File: config.mk
export PLATFORM = sky130hd
export DESIGN_NAME = membrane_update_flat
export DESIGN_NICKNAME = d
export VERILOG_FILES = /design/src/rtl/membrane_update_if.sv /design/src/rtl/membrane_update.sv /design/src/flat_wrapper.sv
export SDC_FILE = /design/constraint.sdc
export NUM_CORES = 1
export LEC_CHECK = 0
export ABC_AREA = 1
export BUFFER_PORTS_ARGS = -buffer_cell sky130_fd_sc_hd__buf_2
export CORE_UTILIZATION = 40
export CTS_CLUSTER_SIZE = 14
export DETAILED_ROUTE_END_ITERATION = 10
export PLACE_DENSITY_LB_ADDON = 0.3
export SETUP_SLACK_MARGIN = 0.3
export SKIP_CTS_REPAIR_TIMING = 1
export SLEW_MARGIN = 20
export SYNTH_ARGS = -nofsm -noshare
export SYNTH_HDL_FRONTEND = slang
export SYNTH_SLANG_ARGS = --single-unit
File: constraint.sdc
create_clock -name clk -period 4.1 [get_ports clk]
set_input_delay 0.82 -clock clk [delete_from_list [all_inputs] [get_ports clk]]
set_output_delay 0.82 -clock clk [all_outputs]
set_load 0.005 [all_outputs]
File: src/rtl/membrane_update_if.sv
// Neuron timestep bus: per-step inputs and registered membrane/spike outputs.
// master drives the timestep, slave is the membrane update block.
interface membrane_update_if #(
    parameter int WIDTH        = 6,
    parameter int REFRAC_WIDTH = 3
);
    logic                      in_valid;
    logic signed [WIDTH-1:0]   u_bn;
    logic [WIDTH-2:0]          threshold;
    logic [2:0]                leak_shift;
    logic                      reset_mode;
    logic [REFRAC_WIDTH-1:0]   refrac_period;
    logic                      count_clear;

    logic signed [WIDTH-1:0]   u;
    logic                      spike;
    logic                      out_valid;
    logic                      refractory;
    logic [7:0]                spike_count;

    modport master (
        output in_valid, u_bn, threshold, leak_shift, reset_mode, refrac_period, count_clear,
        input  u, spike, out_valid, refractory, spike_count
    );

    modport slave (
        input  in_valid, u_bn, threshold, leak_shift, reset_mode, refrac_period, count_clear,
        output u, spike, out_valid, refractory, spike_count
    );
endinterface

File: src/rtl/membrane_update.sv
// Leaky integrate-and-fire membrane update with refractory FSM and spike counter.
// One-cycle latency from in_valid; no backpressure, every valid timestep is consumed.
module membrane_update #(
    parameter int WIDTH        = 6,
    parameter int REFRAC_WIDTH = 3
) (
    input  logic               clk,
    input  logic               reset,
    membrane_update_if.slave   bus
);
    typedef enum logic {
        INTEGRATE = 1'b0,
        REFRACT   = 1'b1
    } state_t;

    state_t                    state, state_nxt;
    logic [REFRAC_WIDTH-1:0]   cnt, cnt_nxt;
    logic signed [WIDTH-1:0]   u_reg, u_nxt;
    logic                      spike_reg, spike_nxt;
    logic                      out_valid_reg;
    logic [7:0]                count_reg, count_nxt;

    logic signed [WIDTH:0]     u_ext;
    logic signed [WIDTH:0]     thr_ext;
    logic signed [WIDTH:0]     leak_amt;
    logic signed [WIDTH:0]     leaked;
    logic                      fire;

    // One extra bit keeps u_bn - (u_bn >>> s) free of overflow for every u_bn.
    always_comb begin
        u_ext    = {bus.u_bn[WIDTH-1], bus.u_bn};
        thr_ext  = {2'b00, bus.threshold};
        leak_amt = '0;
        if (bus.leak_shift != 3'd0 && 32'(bus.leak_shift) < WIDTH)
            leak_amt = u_ext >>> bus.leak_shift;
        leaked = u_ext - leak_amt;
        fire   = (leaked >= thr_ext);
    end

    always_comb begin
        state_nxt = state;
        cnt_nxt   = cnt;
        u_nxt     = u_reg;
        spike_nxt = 1'b0;
        count_nxt = count_reg;
        if (bus.in_valid) begin
            if (state == INTEGRATE) begin
                if (fire) begin
                    spike_nxt = 1'b1;
                    u_nxt     = bus.reset_mode ? WIDTH'(leaked - thr_ext) : '0;
                    if (count_reg != 8'hFF)
                        count_nxt = count_reg + 8'd1;
                    if (bus.refrac_period != '0) begin
                        state_nxt = REFRACT;
                        cnt_nxt   = bus.refrac_period;
                    end
                end else begin
                    u_nxt = WIDTH'(leaked);
                end
            end else begin
                cnt_nxt = cnt - REFRAC_WIDTH'(1);
                if (cnt == REFRAC_WIDTH'(1))
                    state_nxt = INTEGRATE;
            end
        end
        if (bus.count_clear)
            count_nxt = '0;
    end

    always_ff @(posedge clk) begin
        if (reset) begin
            state         <= INTEGRATE;
            cnt           <= '0;
            u_reg         <= '0;
            spike_reg     <= 1'b0;
            out_valid_reg <= 1'b0;
            count_reg     <= '0;
        end else begin
            state         <= state_nxt;
            cnt           <= cnt_nxt;
            u_reg         <= u_nxt;
            spike_reg     <= spike_nxt;
            out_valid_reg <= bus.in_valid;
            count_reg     <= count_nxt;
        end
    end

    assign bus.u           = u_reg;
    assign bus.spike       = spike_reg;
    assign bus.out_valid   = out_valid_reg;
    assign bus.refractory  = (state == REFRACT);
    assign bus.spike_count = count_reg;
endmodule
File: src/flat_wrapper.sv
// flat-port wrapper written by rule: the top's interface ports become plain ports
module membrane_update_flat 
#(
    parameter int WIDTH        = 6,
    parameter int REFRAC_WIDTH = 3
)
  (clk, reset, bus_in_valid, bus_u_bn, bus_threshold, bus_leak_shift, bus_reset_mode, bus_refrac_period, bus_count_clear, bus_u, bus_spike, bus_out_valid, bus_refractory, bus_spike_count);
  membrane_update_if #(.WIDTH(WIDTH), .REFRAC_WIDTH(REFRAC_WIDTH)) bus_i ();
  input  logic clk;
  input  logic reset;
  input wire logic [$bits(bus_i.in_valid)-1:0] bus_in_valid;
  input wire logic [$bits(bus_i.u_bn)-1:0] bus_u_bn;
  input wire logic [$bits(bus_i.threshold)-1:0] bus_threshold;
  input wire logic [$bits(bus_i.leak_shift)-1:0] bus_leak_shift;
  input wire logic [$bits(bus_i.reset_mode)-1:0] bus_reset_mode;
  input wire logic [$bits(bus_i.refrac_period)-1:0] bus_refrac_period;
  input wire logic [$bits(bus_i.count_clear)-1:0] bus_count_clear;
  output wire logic [$bits(bus_i.u)-1:0] bus_u;
  output wire logic [$bits(bus_i.spike)-1:0] bus_spike;
  output wire logic [$bits(bus_i.out_valid)-1:0] bus_out_valid;
  output wire logic [$bits(bus_i.refractory)-1:0] bus_refractory;
  output wire logic [$bits(bus_i.spike_count)-1:0] bus_spike_count;
  assign bus_i.in_valid = bus_in_valid;
  assign bus_i.u_bn = bus_u_bn;
  assign bus_i.threshold = bus_threshold;
  assign bus_i.leak_shift = bus_leak_shift;
  assign bus_i.reset_mode = bus_reset_mode;
  assign bus_i.refrac_period = bus_refrac_period;
  assign bus_i.count_clear = bus_count_clear;
  assign bus_u = bus_i.u;
  assign bus_spike = bus_i.spike;
  assign bus_out_valid = bus_i.out_valid;
  assign bus_refractory = bus_i.refractory;
  assign bus_spike_count = bus_i.spike_count;
  membrane_update #(.WIDTH(WIDTH), .REFRAC_WIDTH(REFRAC_WIDTH)) u_core (.clk(clk), .reset(reset), .bus(bus_i));
endmodule
* Word level (Yosys, flattened, before mapping) *
Cells that the tools add are included.

storage, ports and cells
  logic and storage cells = 38
  flip-flop bits (word level) = 20
  output and inout port bits = 17

operators by class
  equality and inequality tests = 2
  $lt $le $gt $ge = 2
  add/sub/neg operators = 4
  shift-type cells = 1
  bitwise operators = 2
  reduce and logical (&&, ||, !) cells = 10
  multiplexer cells = 11

operator list
  cell                 number
  $mux 6               2
  $mux 3               3
  $add 8x1->8 const B  1
  $ne 8x8->1 const B   1
  $ge 7x6->1           1
  $mux 7               1
  $sshr 6x3->7         1
  $sub 6x7->7          1
  $reduce_bool 3->1    2
  $sub 6x6->6          1
  $mux 1               5
  $reduce_and 4->1     1
  $reduce_bool 2->1    2
  $eq 3x1->1 const B   1
  $lt 3x3->1 const B   1
  $reduce_and 3->1     1
  $reduce_or 3->1      1
  $sub 3x1->3 const B  1
  $not 1->1            2
  $reduce_and 2->1     1
  $reduce_or 2->1      1
  $logic_and 1x1->1    1

* Depth between registers and ports, before layout *
  depth after elaboration = 7
  gate-level depth with buffers = 28
  gate-level depth less buffers = 27

* Least setup slack after synthesis *
OpenSTA, ideal clock, no wires.

  kind = input port to flip-flop
  start point = in bus_leak_shift[1]
  end point = reg u_core.u_reg[3], in the netlist u_core.bus.u[3]
  required time = 3,991 ps
  cell stages on the path = 28
  setup time = 109 ps
  slack = 227 ps
  arrival time = 3,764 ps
  path through = inv_2 -> or2_4 -> inv_1 -> nand2_1 -> nand2_1 -> o21a_1 -> ha_1 -> inv_1 -> fa_1 -> nand2_1 -> nor2_1 -> nor2_1 -> xor2_1 -> inv_1 -> ha_1 -> nand2_1 -> inv_1 -> nand2_1 -> nand2_1 -> nor2_1 -> nand3_2 -> nand2_4 -> buf_6 -> inv_2 -> o211ai_1 -> nand2_1 -> nand2_1 -> inv_1

between the ends
  cells in the longest elaborated chain, start to end = 7

ends and longest elaborated chain
  element                                                 line                   source
  from (decl)                                             flat_wrapper.sv:14     input wire logic [$bits(bus_i.leak_shift)-1:0] bus_leak_shift;
  $lt 3x3->1 / $reduce_bool 3->1 (equally long branches)  membrane_update.sv:34  if (bus.leak_shift != 3'd0 && 32'(bus.leak_shift) < WIDTH)
  $logic_and 1x1->1                                       membrane_update.sv:34
  $mux 7 (*)                                              membrane_update.sv:34
  $sub 6x7->7 (*)                                         membrane_update.sv:36  leaked = u_ext - leak_amt;
  $sub 6x6->6                                             membrane_update.sv:50  u_nxt = bus.reset_mode ? WIDTH'(leaked - thr_ext) : '0;
  $mux 6                                                  membrane_update.sv:50
  $mux 6 (*)                                              membrane_update.sv:48  if (fire) begin
  to (signal assigned)                                    membrane_update.sv:81  u_reg <= u_nxt;
  to (decl)                                               membrane_update.sv:18  logic signed [WIDTH-1:0] u_reg, u_nxt;

Every way passes the cells marked *; elsewhere a longest branch is shown, timed or not.
A chain may end at the register's enable or synchronous reset.

* Worst setup path after layout *
  start point = in bus_leak_shift[1]
  end point = reg u_core.u_reg[2], in the netlist u_core.bus.u[2]

The elaborated chain is that of the path after synthesis.

==> results.json <==
{
  "final_util_pct": 55.1,
  "setup_viol_count_final": 0,
  "cts_tree": "done",
  "synth_ff_type": "dfxtp_1",
  "p_leak_uw": 0.00114,
  "path_clk_slew_ns": 0.08,
  "fin_setup_tns_ns": 0,
  "io_buffers": 38,
  "min_from": "u_core.bus.u[5]",
  "vias_per_cell": 4.82,
  "routed_wl_um": 4170,
  "setup_slack_ns": 0.324,
  "synth_warnings": 0,
  "num_rows": 23,
  "cp-end-kind": "register",
  "synth_fp_nets": 311,
  "die_h_um": 67.7,
  "dr.first_iter.drc_count": 52,
  "max-vdd-ir-drop_v": 0.000175,
  "cp_top_family": "simple AND/OR/NAND/NOR gates",
  "dr.pass1.iters": 4,
  "grt_pass1_wl_um": 6670,
  "netlist_top_cells_area": "dfxtp_1 23%, nand2_1 19%, ha_1 11%, inv_1 7.6%, a21oi_1 7.0%",
  "synth_cell_types": 29,
  "core_um2": 4090,
  "nFillCells": 412,
  "drive_above_1_share_pct": 28.7,
  "hp-class": "register to register",
  "slew-limit-headroom_pct": 67.4,
  "crit_buf_inv": 7,
  "hold_depth": 2,
  "grt.overflow.total": 0,
  "cp_slowest_stage_delay_ns": 0.38,
  "clk_latency_ns": 0.26,
  "outcome": "complete, no violations",
  "synth_edf_count": 0,
  "cts_sinks": 20,
  "htree_levels": 1,
  "routedWlPerCell_um": 11.1,
  "skew_ns": 0.00701,
  "die_w_um": 67.7,
  "root_buffer": "clkbuf_8",
  "async_reset_ff_share_pct": 0,
  "synth_top_area_cell": "dfxtp_1",
  "ant_nets": 0,
  "max_freq_mhz": 265,
  "yosysMostFrequentCell": "nand2_1",
  "cts_buffers": 3,
  "cap_violations": 0,
  "netlist_instances": 272,
  "ys_ff_latch": 20,
  "worst-path-max-fanout": 8,
  "drv_slew": 0,
  "place.gp.congestion": 0.931,
  "hold_viol_final": 0,
  "worst_pin_slew_ns": 0.487,
  "p_total_uw": 793,
  "die_area_um2": 4580,
  "preCtsSetupSlack_ns": -0.0620,
  "finalNetCount": 367,
  "hpwl_um": 3190,
  "grt_max_degree": 14,
  "start_util_pct": 42.3,
  "grt_pass1_vias": 1619,
  "antenna_found_initial": 0,
  "critPathLaunchType": "input pin",
  "ys_seq_area_share_pct": 23.2,
  "r2r_start": "u_core.bus.spike_count[0]",
  "clock_path_buffers": 2,
  "rsz0062_at_grt": "true",
  "fin_crit_sh_pct": 92.1,
  "crit_type": "input pin to register",
  "netlist.area_leader.share_pct": 23.2,
  "arrival_ns": 3.97,
  "largest_reg_flops": 8,
  "io_pins": 39,
  "power.density_nw_per_um2": 352,
  "synthesis.area_um2": 1730,
  "synthToLayoutAreaGrowth_pct": 30.4,
  "vias": 1816,
  "reg2reg_depth": 9,
  "cp.required_ns": 4.30,
  "cp_slowest_cell": "fa_2",
  "grt_use_total_pct": 18.7,
  "drc": 0,
  "whs_endpoint": "u_core.bus.u[5]",
  "period_needed_ns": 3.78,
  "crit_top_cell": "nand2_1",
  "antenna_cells": 0,
  "synth_common_cells": "88 x nand2_1, 35 x inv_1, 24 x a21oi_1, 22 x nor2_1, 20 x dfxtp_1",
  "timing.rr.end": "u_core.bus.spike_count[2]",
  "hold_ws_ns": 0.465,
  "synth.avg_cell_area_um2": 6.35,
  "reg2reg_slack_ns": 2.34
}
per-stage QoR:
step,instance area (um2),instances
floorplan,1730,272
global placement,2050,369
detailed placement,2050,369
CTS,2120,373
global route,2250,377
finish,2250,377
layer usage:
metal / track usage [%] / up-vias / wire [um]
met5: 0 / - / 0
met4: 2.93 / 0 / 25
met3: 3.72 / 4 / 157
met2: 33.4 / 35 / 2020
met1: 23.3 / 801 / 1960
li1: - / 976 / -
how the worst max path moves through the flow:
stage	depth (start not counted)	startpoint	to	slack (ns)
finish	28	bus_leak_shift[1]	u_core.bus.u[2]	0.32
global route	27	bus_leak_shift[1]	u_core.bus.spike_count[2]	0.08
CTS	25	bus_leak_shift[1]	u_core.bus.spike_count[4]	0.18
detailed placement	25	bus_leak_shift[1]	u_core.bus.spike_count[4]	-0.06
global placement	23	bus_leak_shift[1]	u_core.bus.spike_count[1]	0.02
floorplan	28	bus_leak_shift[1]	u_core.bus.u[3]	0.29
placed cells by master, fill, tap and decap left out, types with 4 or more instances in the layout:
cell and n:
nand3_1 16, nand2_1 82, nand2_2 6, nor2_1 18, xor2_1 8, o21ai_0 5, inv_1 31, ha_1 13
dfxtp_1 20, buf_2 36, buf_4 13, a21oi_2 4, o211ai_1 4, inv_2 8, a21oi_1 20
worst register-to-register path, delay by kind of cell, from the launching register on:
family | cells | cell delay [ns]
flops | 1 | 0.41
compound gates | 1 | 0.13
fa+ha+maj | 1 | 0.22
simple gates | 5 | 0.78
buf+inv | 2 | 0.16
logic make-up (layout without fill, tap and decap cells):
kind of cell	after synthesis	after routing	synth area share, %
compound gates	40	40	12.5
flops	20	20	23.2
simple gates	143	143	36.5
xor+xnor	10	10	5.07
fa+ha+maj	17	17	13.2
buf+inv	42	97	9.57
power breakdown:
group | internal (uW) | leakage (uW) | switching [uW]
sequential | 211 | 0.000163 | 10.5
combinational | 165 | 0.000942 | 210
clock | 130 | 0.0000357 | 66.6
total | 506 | 0.00114 | 287
area by class of cell:
class | count | area (um2) | share of cell area, %
clock inverter | 1 | 30.0 | 1.33
tap | 50 | 62.6 | 2.78
sequential | 20 | 400 | 17.8
inverter | 40 | 153 | 6.78
timing repair buffer | 53 | 327 | 14.5
multi-input combinational | 210 | 1240 | 55.0
clock buffer | 3 | 41.3 | 1.83
No activity file was read; power rests on OpenSTA's default activity.
